**config.mk**
```make
export PLATFORM = sky130hd
export DESIGN_NAME = shield_write_slv
export DESIGN_NICKNAME = d
export VERILOG_FILES = /design/src/rtl/shield_pkg.sv /design/src/rtl/shield_counter.sv /design/src/rtl/shield_demuxp.sv /design/src/rtl/shield_enreg.sv /design/src/rtl/shield_write_slv.sv
export SDC_FILE = /design/constraint.sdc
export NUM_CORES = 1
export LEC_CHECK = 0
export BUFFER_PORTS_ARGS = -buffer_cell sky130_fd_sc_hd__buf_2
export CAP_MARGIN = 5
export CELL_PAD_IN_SITES_DETAIL_PLACEMENT = 1
export CELL_PAD_IN_SITES_GLOBAL_PLACEMENT = 1
export CORE_AREA = 2 2 267 269
export DETAILED_ROUTE_END_ITERATION = 10
export DIE_AREA = 0 0 269 271
export PLACE_DENSITY = 0.79
export SLEW_MARGIN = 0
export SYNTH_ARGS = -nofsm -noshare
export SYNTH_HDL_FRONTEND = slang
export SYNTH_SLANG_ARGS = --single-unit
export TNS_END_PERCENT = 10
```
**constraint.sdc**
```tcl
create_clock -name clk -period 2.8 [get_ports clk]
set_input_delay 0.42 -clock clk [delete_from_list [all_inputs] [get_ports clk]]
set_output_delay 0.42 -clock clk [all_outputs]
set_load 0.01 [all_outputs]
```
**src/rtl/shield_pkg.sv**
```systemverilog
// Shared types and constants for the shield datapath slaves.
// Latency: n/a (types and constants only).
// Backpressure: n/a.
package shield_pkg;

  // Write-slave control states.
  typedef enum logic [1:0] {
    ST_IDLE    = 2'd0,
    ST_COLLECT = 2'd1,
    ST_EMIT    = 2'd2,
    ST_RESP    = 2'd3
  } shield_state_t;

  localparam logic [1:0] AXI_RESP_OKAY   = 2'b00;
  localparam logic [1:0] AXI_RESP_SLVERR = 2'b10;

endpackage

```
**src/rtl/shield_counter.sv**
```systemverilog
// Loadable up/down counter; wraps naturally at its width.
// Latency: 1 cycle from load/incr/decr to cnt.
// Backpressure: none; load has priority, simultaneous incr+decr holds.
// Ports: clk, rst (sync, active-high), load/load_val, incr, decr, cnt.
module shield_counter #(
  parameter int W = 8
) (
  input  logic         clk,
  input  logic         rst,
  input  logic         load,
  input  logic [W-1:0] load_val,
  input  logic         incr,
  input  logic         decr,
  output logic [W-1:0] cnt
);

  always_ff @(posedge clk) begin
    if (rst) begin
      cnt <= '0;
    end else if (load) begin
      cnt <= load_val;
    end else if (incr && !decr) begin
      cnt <= cnt + W'(1);
    end else if (decr && !incr) begin
      cnt <= cnt - W'(1);
    end
  end

endmodule

```
**src/rtl/shield_demuxp.sv**
```systemverilog
// Writes one data slice and its strobe slice into slot sel of a line register.
// Latency: 1 cycle from en to line/line_strb.
// Backpressure: none; clr wins over en, registers hold otherwise.
// Ports: clk, rst (sync, active-high), clr, en, sel, dat, strb, line, line_strb.
module shield_demuxp #(
  parameter int SLICE_W = 64,
  parameter int N       = 8,
  parameter int SEL_W   = 3
) (
  input  logic                     clk,
  input  logic                     rst,
  input  logic                     clr,
  input  logic                     en,
  input  logic [SEL_W-1:0]         sel,
  input  logic [SLICE_W-1:0]       dat,
  input  logic [SLICE_W/8-1:0]     strb,
  output logic [SLICE_W*N-1:0]     line,
  output logic [SLICE_W*N/8-1:0]   line_strb
);

  always_ff @(posedge clk) begin
    if (rst || clr) begin
      line      <= '0;
      line_strb <= '0;
    end else if (en) begin
      for (int k = 0; k < N; k++) begin
        if (sel == SEL_W'(k)) begin
          line[k*SLICE_W +: SLICE_W]           <= dat;
          line_strb[k*(SLICE_W/8) +: SLICE_W/8] <= strb;
        end
      end
    end
  end

endmodule

```
**src/rtl/shield_enreg.sv**
```systemverilog
// Enabled register with synchronous clear.
// Latency: 1 cycle from en to q.
// Backpressure: none; q holds while en is low.
// Ports: clk, rst (sync, active-high), en, d, q.
module shield_enreg #(
  parameter int W = 1
) (
  input  logic         clk,
  input  logic         rst,
  input  logic         en,
  input  logic [W-1:0] d,
  output logic [W-1:0] q
);

  always_ff @(posedge clk) begin
    if (rst) begin
      q <= '0;
    end else if (en) begin
      q <= d;
    end
  end

endmodule

```
**src/rtl/shield_write_slv.sv**
```systemverilog
// Packs AXI W beats into a cache line with byte strobes, emits it, then B response on last line.
// Latency: cmd -> wready 1 cycle; final beat -> line_val 1 cycle; line hs -> bvalid/cmd_rdy 1 cycle.
// Backpressure: line_rdy low holds EMIT (outputs stable, wready=0); bready low holds RESP.
// Optional: SHIELD_WRITE_SLV_WLAST_CHECK_EN checks wlast against beat count, flagging SLVERR.
// Ports: clk, rst | cmd_* + burst_* | s_axi_w* | s_axi_b* | cache_line*, line_last, line_val/rdy | busy.
module shield_write_slv
  import shield_pkg::*;
#(
  parameter int CL_ID_WIDTH         = 6,
  parameter int CL_DATA_WIDTH       = 64,
  parameter int LINE_WIDTH          = 512,
  parameter int OFFSET_WIDTH        = 6,
  parameter int BURSTS_PER_LINE     = 8,
  parameter int BURSTS_PER_LINE_LOG = 3
) (
  input  logic                       clk,
  input  logic                       rst,
  input  logic [7:0]                 burst_count,
  input  logic [OFFSET_WIDTH-1:0]    burst_start_offset,
  input  logic                       burst_last,
  input  logic                       cmd_val,
  output logic                       cmd_rdy,
  input  logic [CL_DATA_WIDTH-1:0]   s_axi_wdata,
  input  logic [CL_DATA_WIDTH/8-1:0] s_axi_wstrb,
  input  logic                       s_axi_wlast,
  input  logic                       s_axi_wvalid,
  output logic                       s_axi_wready,
  output logic [CL_ID_WIDTH-1:0]     s_axi_bid,
  output logic [1:0]                 s_axi_bresp,
  output logic                       s_axi_bvalid,
  input  logic                       s_axi_bready,
  output logic [LINE_WIDTH-1:0]      cache_line,
  output logic [LINE_WIDTH/8-1:0]    cache_line_strb,
  output logic                       line_last,
  output logic                       line_val,
  input  logic                       line_rdy,
  output logic                       busy
);

  shield_state_t                  state_q, state_d;
  logic [BURSTS_PER_LINE_LOG-1:0] idx;
  logic [7:0]                     rem;
  logic                           last_r;
  logic                           err_r;
  logic                           cmd_acc, w_hs, b_hs;

  // Handshakes are qualified by state directly so no ready output feeds back.
  assign cmd_acc = cmd_val      && (state_q == ST_IDLE);
  assign w_hs    = s_axi_wvalid && (state_q == ST_COLLECT);
  assign b_hs    = s_axi_bready && (state_q == ST_RESP);

  // Start slot comes from the top bits of the byte offset.
  shield_counter #(.W(BURSTS_PER_LINE_LOG)) u_idx (
    .clk      (clk),
    .rst      (rst),
    .load     (cmd_acc),
    .load_val (burst_start_offset[OFFSET_WIDTH-1 -: BURSTS_PER_LINE_LOG]),
    .incr     (w_hs),
    .decr     (1'b0),
    .cnt      (idx)
  );

  shield_counter #(.W(8)) u_rem (
    .clk      (clk),
    .rst      (rst),
    .load     (cmd_acc),
    .load_val (burst_count),
    .incr     (1'b0),
    .decr     (w_hs),
    .cnt      (rem)
  );

  shield_enreg #(.W(1)) u_last (
    .clk (clk),
    .rst (rst),
    .en  (cmd_acc),
    .d   (burst_last),
    .q   (last_r)
  );

  // Line buffer is cleared on command accept so unwritten slots read as 0.
  shield_demuxp #(
    .SLICE_W (CL_DATA_WIDTH),
    .N       (BURSTS_PER_LINE),
    .SEL_W   (BURSTS_PER_LINE_LOG)
  ) u_demux (
    .clk       (clk),
    .rst       (rst),
    .clr       (cmd_acc),
    .en        (w_hs),
    .sel       (idx),
    .dat       (s_axi_wdata),
    .strb      (s_axi_wstrb),
    .line      (cache_line),
    .line_strb (cache_line_strb)
  );

`ifdef SHIELD_WRITE_SLV_WLAST_CHECK_EN
  // Sticky across all lines of one request; only the B handshake clears it.
  always_ff @(posedge clk) begin
    if (rst) begin
      err_r <= 1'b0;
    end else if (b_hs) begin
      err_r <= 1'b0;
    end else if (w_hs && (s_axi_wlast != (last_r && (rem == 8'd1)))) begin
      err_r <= 1'b1;
    end
  end
`else
  assign err_r = 1'b0;
  logic unused_wlast;
  assign unused_wlast = s_axi_wlast;
`endif

  logic unused_offset_lsbs;
  assign unused_offset_lsbs = ^burst_start_offset[OFFSET_WIDTH-BURSTS_PER_LINE_LOG-1:0];

  always_ff @(posedge clk) begin
    if (rst) begin
      state_q <= ST_IDLE;
    end else begin
      state_q <= state_d;
    end
  end

  always_comb begin
    state_d      = state_q;
    cmd_rdy      = 1'b0;
    s_axi_wready = 1'b0;
    line_val     = 1'b0;
    s_axi_bvalid = 1'b0;
    case (state_q)
      ST_IDLE: begin
        cmd_rdy = 1'b1;
        if (cmd_val) begin
          // A zero-beat line goes straight out with an all-zero strobe.
          state_d = (burst_count == 8'd0) ? ST_EMIT : ST_COLLECT;
        end
      end
      ST_COLLECT: begin
        s_axi_wready = 1'b1;
        if (s_axi_wvalid && (rem == 8'd1)) begin
          state_d = ST_EMIT;
        end
      end
      ST_EMIT: begin
        line_val = 1'b1;
        if (line_rdy) begin
          state_d = last_r ? ST_RESP : ST_IDLE;
        end
      end
      ST_RESP: begin
        s_axi_bvalid = 1'b1;
        if (s_axi_bready) begin
          state_d = ST_IDLE;
        end
      end
      default: state_d = ST_IDLE;
    endcase
  end

  assign s_axi_bresp = ((state_q == ST_RESP) && err_r) ? AXI_RESP_SLVERR : AXI_RESP_OKAY;
  assign s_axi_bid   = '0;
  assign line_last   = last_r;
  assign busy        = (state_q != ST_IDLE);

endmodule

```
==> reports/results.tsv <==
stage	metric	value	unit
outcome	status	finished clean	
power_and_ir_drop	total power	18.9	mW
power_and_ir_drop	P_sw	4.86	mW
placed_design	GP Congestion	0.813	
detailed_routing	DRC errors left	0	
timing	Final Skew	19.8	ps
die	Core Area	69800	µm²
timing	fmax	446	MHz
critical_path	startpoint types	flip-flop	
min_path	Hold Crit Class	input port to flip-flop	
yosys	Synth area leader	dfxtp_1	
cts	CTS resizes	0	
critical_path	CP Data Required Time	3290	ps
power_and_ir_drop	clock share of power	46.7	%
critical_path	slowest stage delay, CP	510	ps
yosys	Mapped Cells	2696	
placed_design	Inst Count DP	4102	
yosys	Avg Synthesized Cell Area	7.94	µm²
global_route	vias in the first global route	20900	
cts	Worst-Skew Late Latency	580	ps
critical_path	register-to-register setup slack	560	ps
finish	multi-input combinational cell area	7960	µm²
placed_design	Port Buffers	671	
cts	Max clock buf depth	3	
global_route	Tot GR Track Use	23.0	%
detailed_routing	final wirelength	86800	µm
cts	setup repair bufs after CTS	0	
global_route	initial antenna violation count	1	
power_and_ir_drop	Switching Share	25.7	%
yosys	post-synth top area share	55.2	%
timing	RSZ-0062 raised after global routing	no	
placed_design	placed instance area	25000	µm²
yosys	prevailing post-synth register cell	dfxtp_1	
timing	Final Max Slew Viols	0	
critical_path	Slowest-stage cell, CP	dfxtp_1	
yosys	Area contributors post-synth	dfxtp_1, nand2_1, a21oi_1, buf_2, buf_4	
critical_path	critical-path maximum fanout	44	
timing	fin crit share	80.1	%
critical_path	Worst Setup End Kind	flip-flop	
die	Die Footprint	72900	µm²
critical_path	critical path, cell by cell	and3b_1, buf_4, nand3_4, buf_4, nand2_1, a21oi_1	
critical_path	Worst R2R Path Depth	6	
yosys	Mapped Area	21400	µm²
timing	WHS	72.1	ps
critical_path	critical path arrival	2730	ps
critical_path	family with the most delay on the worst path	buffers and inverters	
power_and_ir_drop	Seq pwr share	45.4	%
detailed_routing	vias per inst	4.86	
critical_path	FF-to-FF Start	state_q[1]	
detailed_routing	Iteration-0 DRC Markers	1284	
finish	area occupied by registers	11800	µm²
timing	Final Hold Vio Count	0	
flow_run	Max Cap Viol	0	
finish	commonest non-fill, non-tap cell in the layout	nand2_1	
yosys	YS warnings	0	
yosys	#FFs+latches synth	590	
power_and_ir_drop	Pint	14.0	mW
power_and_ir_drop	PD cells	694	nW/µm²
cts	Num CTS Buffers	68	
global_route	global route total overflow	0	
detailed_routing	via count	20500	
detailed_routing	post-route ant nets	0	
cts	clk slew on worst S/H paths	50	ps
cts	CTS tree	built	
critical_path	crit path to	u_demux.line_strb[33]	
finish	share of post-route cells with drive strength above 1	25.9	%
yosys	Cell variety after synth	36	
cts	CTS root buf	clkbuf_16	
finish	Layout area overhead	27.2	%
die	Die H	271	µm
yosys	number of synthesized flops with an enable pin	0	
finish	most frequent cells in the layout	nand2_1, buf_2, dfxtp_1, a21oi_1, clkbuf_16	
finish	final std cell area, no fill	27200	µm²
timing	relative slew slack	52.6	%
global_route	first-pass GRT wire length	128000	µm
die	Ports	684	
finish	final non-filler cell total	4223	
cts	cts hold-fix bufs	0	
finish	Final nets	3334	
critical_path	critical path startpoint	state_q[1]	
critical_path	Most Frequent Cell on Critical Path	buf_4	
critical_path	worst r2r dst	u_demux.line_strb[33]	
critical_path	Buffers & Inverters on Critical Path	2	
timing	Final setup viols	0	
detailed_routing	Initial DRT Pass Iterations	6	
cts	CTS sink count	590	
critical_path	Setup Crit Path Kind	flip-flop to flip-flop	
yosys	Seq/Total Area, Yosys	55.2	%
timing	actual slew at the worst max-slew pin	711	ps
global_route	largest net degree at the start of global routing	114	
die	row count	97	
placed_design	HPWL after DPL	58600	µm
finish	fill cell count	8670	
detailed_routing	WL/cell	20.6	µm
die	die width	269	µm
power_and_ir_drop	VDD IR max	0.395	mV
timing	Final min period	2240	ps
critical_path	WP depth	6	
power_and_ir_drop	Comb power frac	7.9	%
timing	setup TNS	0	ps
die	Initial Util	30.7	%
yosys	share of flip-flops with an asynchronous set or reset	0	%
cts	CTS HTree Levels	3	
power_and_ir_drop	P_leak	11.0	nW
-- layer usage --
metal	vias up	wire (µm)	global-route usage (%)	share of wire, %
met4	0	3850	10.7	4.4
met2	686	42700	40.1	49
met1	9975	33700	25.7	39
li1	9666	-	-	-
met5	-	0	0	0
met3	210	6600	6.33	7.6
-- worst register-to-register path, cell delays in order (launching register included) --
cell and delay (ps):
dfxtp_1 510, and3b_1 360, buf_4 230, nand3_4 80, buf_4 500, nand2_1 260, a21oi_1 200
-- worst min path at each step --
stage	slack, ps	to	depth (start not counted)	from
finish	70	u_last.q	3	burst_last
global placement	440	u_demux.line[228]	2	u_demux.line[228]
detailed placement	440	u_demux.line[176]	2	u_demux.line[176]
global route	70	u_last.q	3	burst_last
CTS	30	u_last.q	3	burst_last
floorplan	460	u_idx.cnt[1]	2	u_idx.cnt[1]
-- metrics by stage --
stage / utilization (%) / setup slack [ps]
floorplan: - / 1240
global placement: 35.9 / 733
detailed placement: 35.9 / 631
CTS: 39.0 / 587
global route: 39.0 / 437
finish: 39.0 / 557
-- cells in the mapped netlist, drive strengths merged, types with 5 or more instances --
library cell / count
nand2: 1169
dfxtp: 590
nor2: 17
ha: 8
a21oi: 585
and3: 6
inv: 8
buf: 265
a221oi: 5
clkbuf: 6
-- area by class of cell --
type                       count  area share, %
antenna                        1        0.00919
inverter                       8          0.110
timing repair buffer         730           14.9
tap                          940           4.32
clock inverter                21          0.878
multi-input combinational   1834           29.2
clock buffer                  99           7.15
sequential                   590           43.4
-- sequential cells by signal (all words and copies together) (netlist names) --
register           cells
u_rem.cnt              8
u_demux.line         512
u_last.q               1
state_q                2
u_idx.cnt              3
u_demux.line_strb     64
-- power groups by stage --
stage	Combinational, mW	Sequential (mW)	Clock [mW]
3_3_place_gp	1.48	8.76	0
3_5_place_dp	1.49	8.77	0
4_1_cts	1.50	8.58	9.00
5_1_grt	1.61	8.59	9.35
2_1_floorplan	0.953	8.77	0
6_report	1.50	8.58	8.82
-- kinds of logic (layout without fill, tap and decap cells) --
group	after synthesis	in the layout	synth area share, %
simple gates	1213	1213	21.7
compound gates	604	604	14.4
mux	1	1	0.0468
fa+ha+maj	8	8	0.468
other cells	1	9	0.0175
buf+inv	279	858	8.18
flops	590	590	55.2
Note: power is estimated with default switching activity, not from simulation.
